<file path="src/rtl/debounce_filter.sv">
// Two-flop synchronizer plus consecutive-sample stability filter for one switch input.
// The output flips only after the synchronized level has differed from it for STABLE_CYCLES clocks.
`timescale 1ns/1ps
module debounce_filter #(
  parameter int CNT_WIDTH     = 7,
  parameter int STABLE_CYCLES = 10
) (
  input  logic clk,
  input  logic rstn,
  input  logic in,
  output logic out
);

  localparam logic [CNT_WIDTH-1:0] CNT_LAST = CNT_WIDTH'(STABLE_CYCLES - 1);
  localparam logic [CNT_WIDTH-1:0] CNT_ONE  = CNT_WIDTH'(1);

  logic                 s1_q;
  logic                 s2_q;
  logic                 out_q;
  logic                 out_d;
  logic [CNT_WIDTH-1:0] cnt_q;
  logic [CNT_WIDTH-1:0] cnt_d;

  always_ff @(posedge clk or negedge rstn) begin
    if (!rstn) begin
      s1_q <= 1'b0;
      s2_q <= 1'b0;
    end else begin
      s1_q <= in;
      s2_q <= s1_q;
    end
  end

  // Any sample that agrees with the current output discards the accumulated count.
  always_comb begin
    cnt_d = cnt_q;
    out_d = out_q;
    if (s2_q == out_q) begin
      cnt_d = '0;
    end else if (cnt_q == CNT_LAST) begin
      out_d = s2_q;
      cnt_d = '0;
    end else begin
      cnt_d = cnt_q + CNT_ONE;
    end
  end

  always_ff @(posedge clk or negedge rstn) begin
    if (!rstn) begin
      cnt_q <= '0;
      out_q <= 1'b0;
    end else begin
      cnt_q <= cnt_d;
      out_q <= out_d;
    end
  end

  assign out = out_q;

endmodule

</file>
<file path="config.mk">
export PLATFORM = sky130hd
export DESIGN_NAME = debounce_filter
export DESIGN_NICKNAME = d
export VERILOG_FILES = /design/src/rtl/debounce_filter.sv
export SDC_FILE = /design/constraint.sdc
export NUM_CORES = 1
export LEC_CHECK = 0
export CAP_MARGIN = 40
export CORE_AREA = 2 2 39 41
export DETAILED_ROUTE_END_ITERATION = 7
export DIE_AREA = 0 0 41 43
export PLACE_DENSITY_LB_ADDON = 0.2
export SYNTH_ARGS = -nofsm -noshare
export SYNTH_HDL_FRONTEND = slang
export SYNTH_SLANG_ARGS = --single-unit
export TNS_END_PERCENT = 20
</file>
<file path="constraint.sdc">
create_clock -name clk -period 2.9 [get_ports clk]
set_input_delay 0.58 -clock clk [delete_from_list [all_inputs] [get_ports clk]]
set_output_delay 0.58 -clock clk [all_outputs]
set_load 0.03 [all_outputs]
</file>
==> flow_summary.ini, run 1 <==
[outcome]
status = finished, final reports clean

[critical_path]
critPathMaxStageDelay_ps = 680
cp_cell_sequence = clkdlybuf4s50_1
cp_top_family = buffers and inverters
r2r_start = cnt_q[1]
reg2reg_to = cnt_q[3]
cp_data_arrival_time_ps = 1310
path_class = reg2out
ff2ff_path_depth = 5
critPathBufInv = 1
startpoint_type = flop
cp_slowest_cell = clkdlybuf4s50_1
reg2reg_slack_ps = 1310
required_ps = 2320
worst_setup_path_end_kind = output port
cp_max_fo = 3

[sta]
hold_viol = 0
drv_slew = 0
max-slew-margin-rel = 0.5248
setup_viol = 0
tns_ps = 0
rsz0062_at_grt = no
tightest_slew_ps = 706.7
worst_clock_skew_ps = 2.156
timing.fmax_mhz = 528.9
fin_crit_ps = 1891
fin_crit_sh = 0.6519

[place]
placed_cells = 55
gp_congestion = 0.7340
dp_hpwl_um = 506.8
io_buffers = 3

[route]
drc = 0
detail-route-antenna-nets = 0
first_pass_iters = 4
drt-vias-per-instance = 4.729
routed_wirelength_um = 659
num_vias = 279
wl_per_cell_um = 11.17
drt_iter0_drc = 3

[grt]
antenna_found_initial = 0
grt_overflow = 0
grt_usage = 0.1000
grt_max_degree = 11
grt_pass1_wl_mm = 1.117
grt_pass1_vias = 278

[synth]
avgSynthCellArea_um2 = 11.82
yosys.area.top_type_share = 0.5882
ys_seq_area_frac = 0.5882
synth.cell_area_um2 = 425.4
ys_warn_count = 0
syn_nets = 41
ys_ff_latch = 10
syn_inst = 36
yosysTopAreaCell = dfrtp_1
ys_types = 15
synth.area.top_cells = dfrtp_1, xor2_1, ha_1

[hold_path]
min_from = s1_q
hold_path_class = reg2reg
hold_path_end = s2_q
hold_depth = 0

[clock_network]
cts-resized-gates = 0
cts_tree = done
path_clk_slew_ps = 70
postCtsSetupBuffers = 0
clk_latency_ps = 260
cts_hold_repair.buffers = 0
cts-root-buf = clkbuf_4
cts.path.max_buffers = 2
cts_sinks = 10
htreeDepth = 1
cts-buffers-inserted = 3

[pwr]
p_per_area_nw_per_um2 = 616.2
finalPower_mw = 0.3153
p_leak_nw = 0.2265
peakVddDrop_uv = 271.5

[final_layout]
area_delta_synth_final_pct = 20.29
diodes = 0
layout.nets = 49
drive_gt1_frac = 0.1163
final_cells = 59
num-fill-cells = 135

[floorplanning]
die_x_um = 41
io-pin-count = 4
start_util = 0.3074
core_area_um2 = 1384
dieArea_um2 = 1763
die_h_um = 43
row_count = 14

[run]
drv_cap = 0
==> layer usage <==
layer  track usage  share of wire  routed length (um)
met1        0.1119           0.48                 317
met2        0.1563           0.47                 313
met3       0.04712          0.042                  28
met4       0.04000              0                   0
met5             0              0                   0
==> cell families after synthesis <==
logic type               Yosys count  synth area share
flip-flops                        10            0.5882
buffers and inverters              1          0.008815
AND/OR/NAND/NOR                   13            0.1559
multiplexers                       1           0.03528
XOR/XNOR                           4           0.08237
adder cells (fa/ha/maj)            2           0.05881
AO/OA/AOI/OAI                      5           0.07059
==> how the worst max path moves through the flow <==
stage	startpoint	to	slack (ps)	depth (start not counted)
global placement	out	out	1300	1
finish	out	out	1010	1
detailed placement	out	out	1280	1
floorplan	cnt_q[1]	out	1500	5
CTS	out	out	1000	1
global route	out	out	960	1
==> power by group <==
part           leakage (nW)  total, mW  switching [mW]  internal, mW
combinational        0.0731     0.0337          0.0177        0.0160
clock                0.0210      0.122          0.0460        0.0761
sequential            0.132      0.160         0.00963         0.150
total                 0.227      0.315          0.0733         0.242
==> cell usage in the layout (no fill, tap or decap), drive strengths merged <==
master	netlist	routed
ha	2	2
mux2	1	1
o31ai	1	1
nand2	2	2
clkbuf	0	4
nand4bb	1	1
o21ai	2	2
a21boi	1	1
xor2	3	3
nand3	2	2
dfrtp	10	10
clkdlybuf4s50	0	3
inv	1	1
a21oi	1	1
or3	3	3
xnor2	1	1
nor2	5	5
==> stage by stage <==
stage / utilization / area, um2 / hold slack [ps] / worst slack [ps]
3_5_place_dp: 0.3436 / 475.5 / 350.5 / 1284
5_1_grt: 0.3698 / 511.7 / 380.2 / 959.5
4_1_cts: 0.3698 / 511.7 / 365.9 / 995.9
6_report: 0.3698 / 511.7 / 359.0 / 1009
2_1_floorplan: - / 425.4 / 284.4 / 1504
3_3_place_gp: 0.3436 / 475.5 / 338.7 / 1295
==> state kept, by name, indices dropped and copies added (netlist names) <==
signal  count
s2_q        1
out         1
cnt_q       7
s1_q        1
==> synth_stat cells <==
library cell and number:
xnor2_1 1, nand3_1 2, nand2_1 2, nor2_1 5, o31ai_1 1, a21boi_0 1, inv_1 1, xor2_1 3
o21ai_0 2, dfrtp_1 10, or3_1 3, nand4bb_1 1, mux2_4 1, a21oi_1 1, ha_1 2
==> cell type report <==
type | count | area, um2 | share of cell area
repair buffers | 3 | 30.03 | 0.05868
clock buffers | 4 | 36.28 | 0.07090
flip-flops and latches | 10 | 250.2 | 0.4890
multi-input cells | 25 | 171.4 | 0.3350
well taps | 16 | 20.02 | 0.03912
inverters | 1 | 3.754 | 0.007335
(Power assumes the default switching activity.)
==> inputs of run 2 (changes only) <==
- clock period: 2.9 -> 1.6 ns (I/O delays scaled with it)
==> run 2 against run 1 <==
Sequential share of layout area shrank 0.59 points. Worst hold slack got worse by 15 ps. Clock skew up 4.8 ps. Core utilization is 0.45 points higher. Die area stayed put. Power up 85%. Largest cell class unchanged.
==> flow_summary.ini, run 2 (synthesis results as in run 1) <==
[route]
wl_met2_um = 357
detail-route-antenna-nets = 0
drt_iter0_drc = 3
routed_wirelength_um = 747
num_vias = 285
wl_met1_um = 323
route.met3.wl_um = 55
drt-vias-per-instance = 4.750
first_pass_iters = 4
wl_per_cell_um = 12.45
top_layer = met4
drc = 0

[sta]
fin_crit_ps = 1474
timing.hold.ws_ps = 343.6
fin_crit_sh = 0.9210
hold_viol = 0
tns_ps = 0
timing.fmax_mhz = 678.6
worst_clock_skew_ps = 6.919
tightest_slew_ps = 431.8
max-slew-margin-rel = 0.7113
setup_viol = 0
drv_slew = 0
rsz0062_at_grt = no

[clock_network]
cts.path.max_buffers = 2
cts-root-buf = clkbuf_4
cts_tree = done
htreeDepth = 1
cts-buffers-inserted = 3
path_clk_slew_ps = 70
clk_latency_ps = 270
postCtsSetupBuffers = 0
cts_sinks = 10

[critical_path]
crit_end = out
reg2reg_slack_ps = 130
required_ps = 1760
path_class = reg2reg
ff2ff_path_depth = 5
critPathBufInv = 1
critPathMaxStageDelay_ps = 400
startpoint_type = flop
path_depth = 5
cp_slowest_cell = dfrtp_1
cp_top_family = simple AND/OR/NAND/NOR gates
r2r_start = cnt_q[1]
cp_max_fo = 3
reg2reg_to = out
cp-startpoint = cnt_q[1]
worst_setup_path_end_kind = flop
cp_data_arrival_time_ps = 1640
cp_cell_sequence = inv_1 -> ha_1 -> nand4bb_1 -> or3_1 -> mux2_4

[floorplanning]
die_h_um = 43
die_x_um = 41
start_util = 0.3074
dieArea_um2 = 1763
row_count = 14
io-pin-count = 4
core_area_um2 = 1384

[final_layout]
layout.nets = 50
layout_commonest_cell = dfrtp_1
top_register = cnt_q
area_delta_synth_final_pct = 21.76
drive_gt1_frac = 0.1364
diodes = 0
num-fill-cells = 139
layout_common_cells = dfrtp_1, nor2_1, or3_1, xor2_1, clkbuf_4
largest_reg_flops = 7

[grt]
antenna_found_initial = 0
grt_pass1_vias = 294
grt_pass1_wl_mm = 1.235
grt_overflow = 0
grt_max_degree = 11
grt_usage = 0.1171

[place]
dp_hpwl_um = 535.4
io_buffers = 3
gp_congestion = 0.7464

[run]
drv_cap = 0

[pwr]
p_leak_nw = 0.2360
p_per_area_nw_per_um2 = 1127
peakVddDrop_uv = 438.8

[outcome]
status = finished, final reports clean

[hold_path]
hold_path_class = reg2reg
hold_depth = 0
## run 2: cell count changes in the layout (fill, tap and decap cells not counted), sizes merged
cell / change
dlygate4sd2: +1
buf: +1
clkdlybuf4s50: -1
## run 2: layout make-up
class / instances / area [um2] / share of cell area
flip-flops and latches: 10 / 250.2 / 0.4831
clock buffers: 4 / 36.28 / 0.07005
multi-input cells: 25 / 171.4 / 0.3309
repair buffers: 4 / 36.28 / 0.07005
well taps: 16 / 20.02 / 0.03865
inverters: 1 / 3.754 / 0.007246
## run 2: worst min path at each step
stage | from | endpoint | slack [ps]
2_1_floorplan | rstn | cnt_q[0] | 20
3_3_place_gp | s1_q | s2_q | 340
3_5_place_dp | s1_q | s2_q | 340
4_1_cts | s1_q | s2_q | 350
5_1_grt | s1_q | s2_q | 370
6_report | s1_q | s2_q | 340
## run 2: metrics by stage
stage / utilization / worst slack (ps) / cells / power (mW) / area (um2)
2_1_floorplan: - / 203.8 / 36 / 0.3290 / 425.4
3_3_place_gp: 0.3490 / 153.6 / 56 / 0.3540 / 483.0
3_5_place_dp: 0.3490 / 130.0 / 56 / 0.3584 / 483.0
4_1_cts: 0.3743 / 120.1 / 60 / 0.5939 / 518.0
5_1_grt: 0.3743 / 30.64 / 60 / 0.6186 / 518.0
6_report: 0.3743 / 126.4 / 60 / 0.5836 / 518.0
## run 2: power by group
group          switching [mW]  internal (mW)
Sequential             0.0186          0.272
Clock                  0.0930          0.138
Combinational          0.0313         0.0305
Total                   0.143          0.441
## run 2: metal layers
layer	vias to the layer above	GRT usage
met2	8	0.1469
li1	139	-
met3	2	0.09424
met5	-	0
met1	136	0.1380
met4	0	0.06000
## run 2: what timing repair did
item,in CTS,in global routing
resized for setup,1,0
hold buffers,0,0
setup endpoints to repair,1,0
## run 2: worst reg2reg max path, stage by stage (launching register included)
cell and delay (ps):
dfrtp_1 400, inv_1 70, ha_1 130, nand4bb_1 120, or3_1 340, mux2_4 310
==> inputs of run 3 (changes only) <==
- CELL_PAD_IN_SITES_DETAIL_PLACEMENT: default -> 1
- CELL_PAD_IN_SITES_GLOBAL_PLACEMENT: default -> 2
- CORE_AREA: 2 2 39 41 -> default
- CORE_MARGIN: default -> 2
- CORE_UTILIZATION: default -> 30
- DIE_AREA: 0 0 41 43 -> default
- HOLD_SLACK_MARGIN: default -> 0.05
==> run 3 against run 2 <==
Non-clock buffer count did not move. Worst setup slack gained 3.5 ps. First-iteration DRC count is 33% lower. Critical endpoint unchanged.
==> flow_summary.ini, run 3 (synthesis results as in run 1) <==
[outcome]
status = finished, final reports clean

[sta]
hold_viol = 0
drv_slew = 0
fin_crit_ps = 1470
setup_viol = 0
timing.fmax_mhz = 680.2
fin_crit_sh = 0.9188
tightest_slew_ps = 432.8
worst_clock_skew_ps = 0.3730
tns_ps = 0
rsz0062_at_grt = no
max-slew-margin-rel = 0.7106

[route]
first_pass_iters = 2
drc = 0
drt_iter0_drc = 2
wl_per_cell_um = 12.76
routed_wirelength_um = 740
detail-route-antenna-nets = 0
num_vias = 287
drt-vias-per-instance = 4.948

[critical_path]
ff2ff_path_depth = 5
path_class = reg2reg
cp_data_arrival_time_ps = 1620
worst_setup_path_end_kind = flop
startpoint_type = flop
cp_cell_sequence = inv_1 -> ha_1 -> nand4bb_1 -> or3_1 -> mux2_4
cp_top_family = simple AND/OR/NAND/NOR gates
critPathMaxStageDelay_ps = 400
required_ps = 1750
path_depth = 5
cp_max_fo = 3
cp_slowest_cell = dfrtp_1
critPathBufInv = 1

[floorplanning]
die_h_um = 41.66
io-pin-count = 4
dieArea_um2 = 1735
core_area_um2 = 1318
start_util = 0.3229
row_count = 13
die_x_um = 41.66

[place]
post_dp_cell_area_um2 = 481.7
gp_congestion = 0.7077
placed_cells = 55
io_buffers = 3
dp_hpwl_um = 594.9

[clock_network]
cts_hold_repair.buffers = 0
path_clk_slew_ps = 60
postCtsSetupBuffers = 0
cts-buffers-inserted = 3
cts.path.max_buffers = 2
clk_latency_ps = 260
cts-root-buf = clkbuf_4
cts_sinks = 10
htreeDepth = 1
cts_tree = done

[run]
drv_cap = 0

[final_layout]
top_register = cnt_q
layout_common_cells = dfrtp_1, nor2_1, or3_1, xor2_1, clkbuf_4
drive_gt1_frac = 0.1163
diodes = 0
final_cells = 58
layout.nets = 50
largest_reg_flops = 7
area_delta_synth_final_pct = 18.24
final_area_um2 = 503.0
layout_commonest_cell = dfrtp_1

[grt]
grt_pass1_vias = 332
grt_usage = 0.1109
antenna_found_initial = 0
grt_pass1_wl_mm = 1.366
grt_overflow = 0
grt_max_degree = 11

[hold_path]
hold_depth = 0
hold_path_class = reg2reg

[pwr]
p_leak_nw = 0.2288
peakVddDrop_uv = 375.5
p_per_area_nw_per_um2 = 1029
==> run 3: changes by cell type in the layout (fill, tap and decap cells not counted) <==
cell,change
clkbuf_8,-1
==> run 3: metrics by stage <==
step | utilization | setup WS, ps | hold slack [ps] | power [mW]
detailed placement | 0.3656 | 128.5 | 350.3 | 0.3615
global route | 0.3818 | 74.08 | 378.2 | 0.5586
global placement | 0.3656 | 158.2 | 337.7 | 0.3563
finish | 0.3818 | 129.9 | 362.6 | 0.5174
floorplan | - | 203.8 | 24.41 | 0.3290
CTS | 0.3818 | 121.1 | 364.1 | 0.5313
==> run 3: repair_timing <==
action | 4_1_cts | 5_1_grt
gates resized for setup | 1 | 0
endpoints found under the hold margin | 0 | 0
endpoints found under the setup margin | 1 | 0
==> run 3: final cells by class <==
class	instances	area, um2
fill	153	814.5
sequential	10	250.2
multi-input combinational	25	171.4
timing repair buffer	4	36.28
clock buffer	3	22.52
tap	15	18.77
inverter	1	3.754
==> run 3: worst register-to-register path: stages (launching register included) <==
cell and delay [ps]:
dfrtp_1 400, inv_1 60, ha_1 130, nand4bb_1 120
or3_1 340, mux2_4 300
==> run 3: worst paths after layout <==
kind | from | end | slack (ps)
min in group asynchronous | rstn | out | 370
hold / removal | s1_q | s2_q | 360
max in group asynchronous | rstn | cnt_q[3] | 940
hold reg to reg | s1_q | s2_q | 360
setup reg to reg | cnt_q[1] | out | 130
setup / recovery | cnt_q[1] | out | 130
==> run 3: layer usage <==
metal | global-route usage | routed length (um)
met5 | 0 | 0
met4 | 0.09677 | 24
met3 | 0.04348 | 35
met2 | 0.1688 | 350
met1 | 0.1178 | 330
==> run 3: power by group <==
part	internal [mW]	leakage, nW	switching [mW]
Clock	0.0865	0.0138	0.0780
Combinational	0.0306	0.0826	0.0315
Sequential	0.272	0.132	0.0189
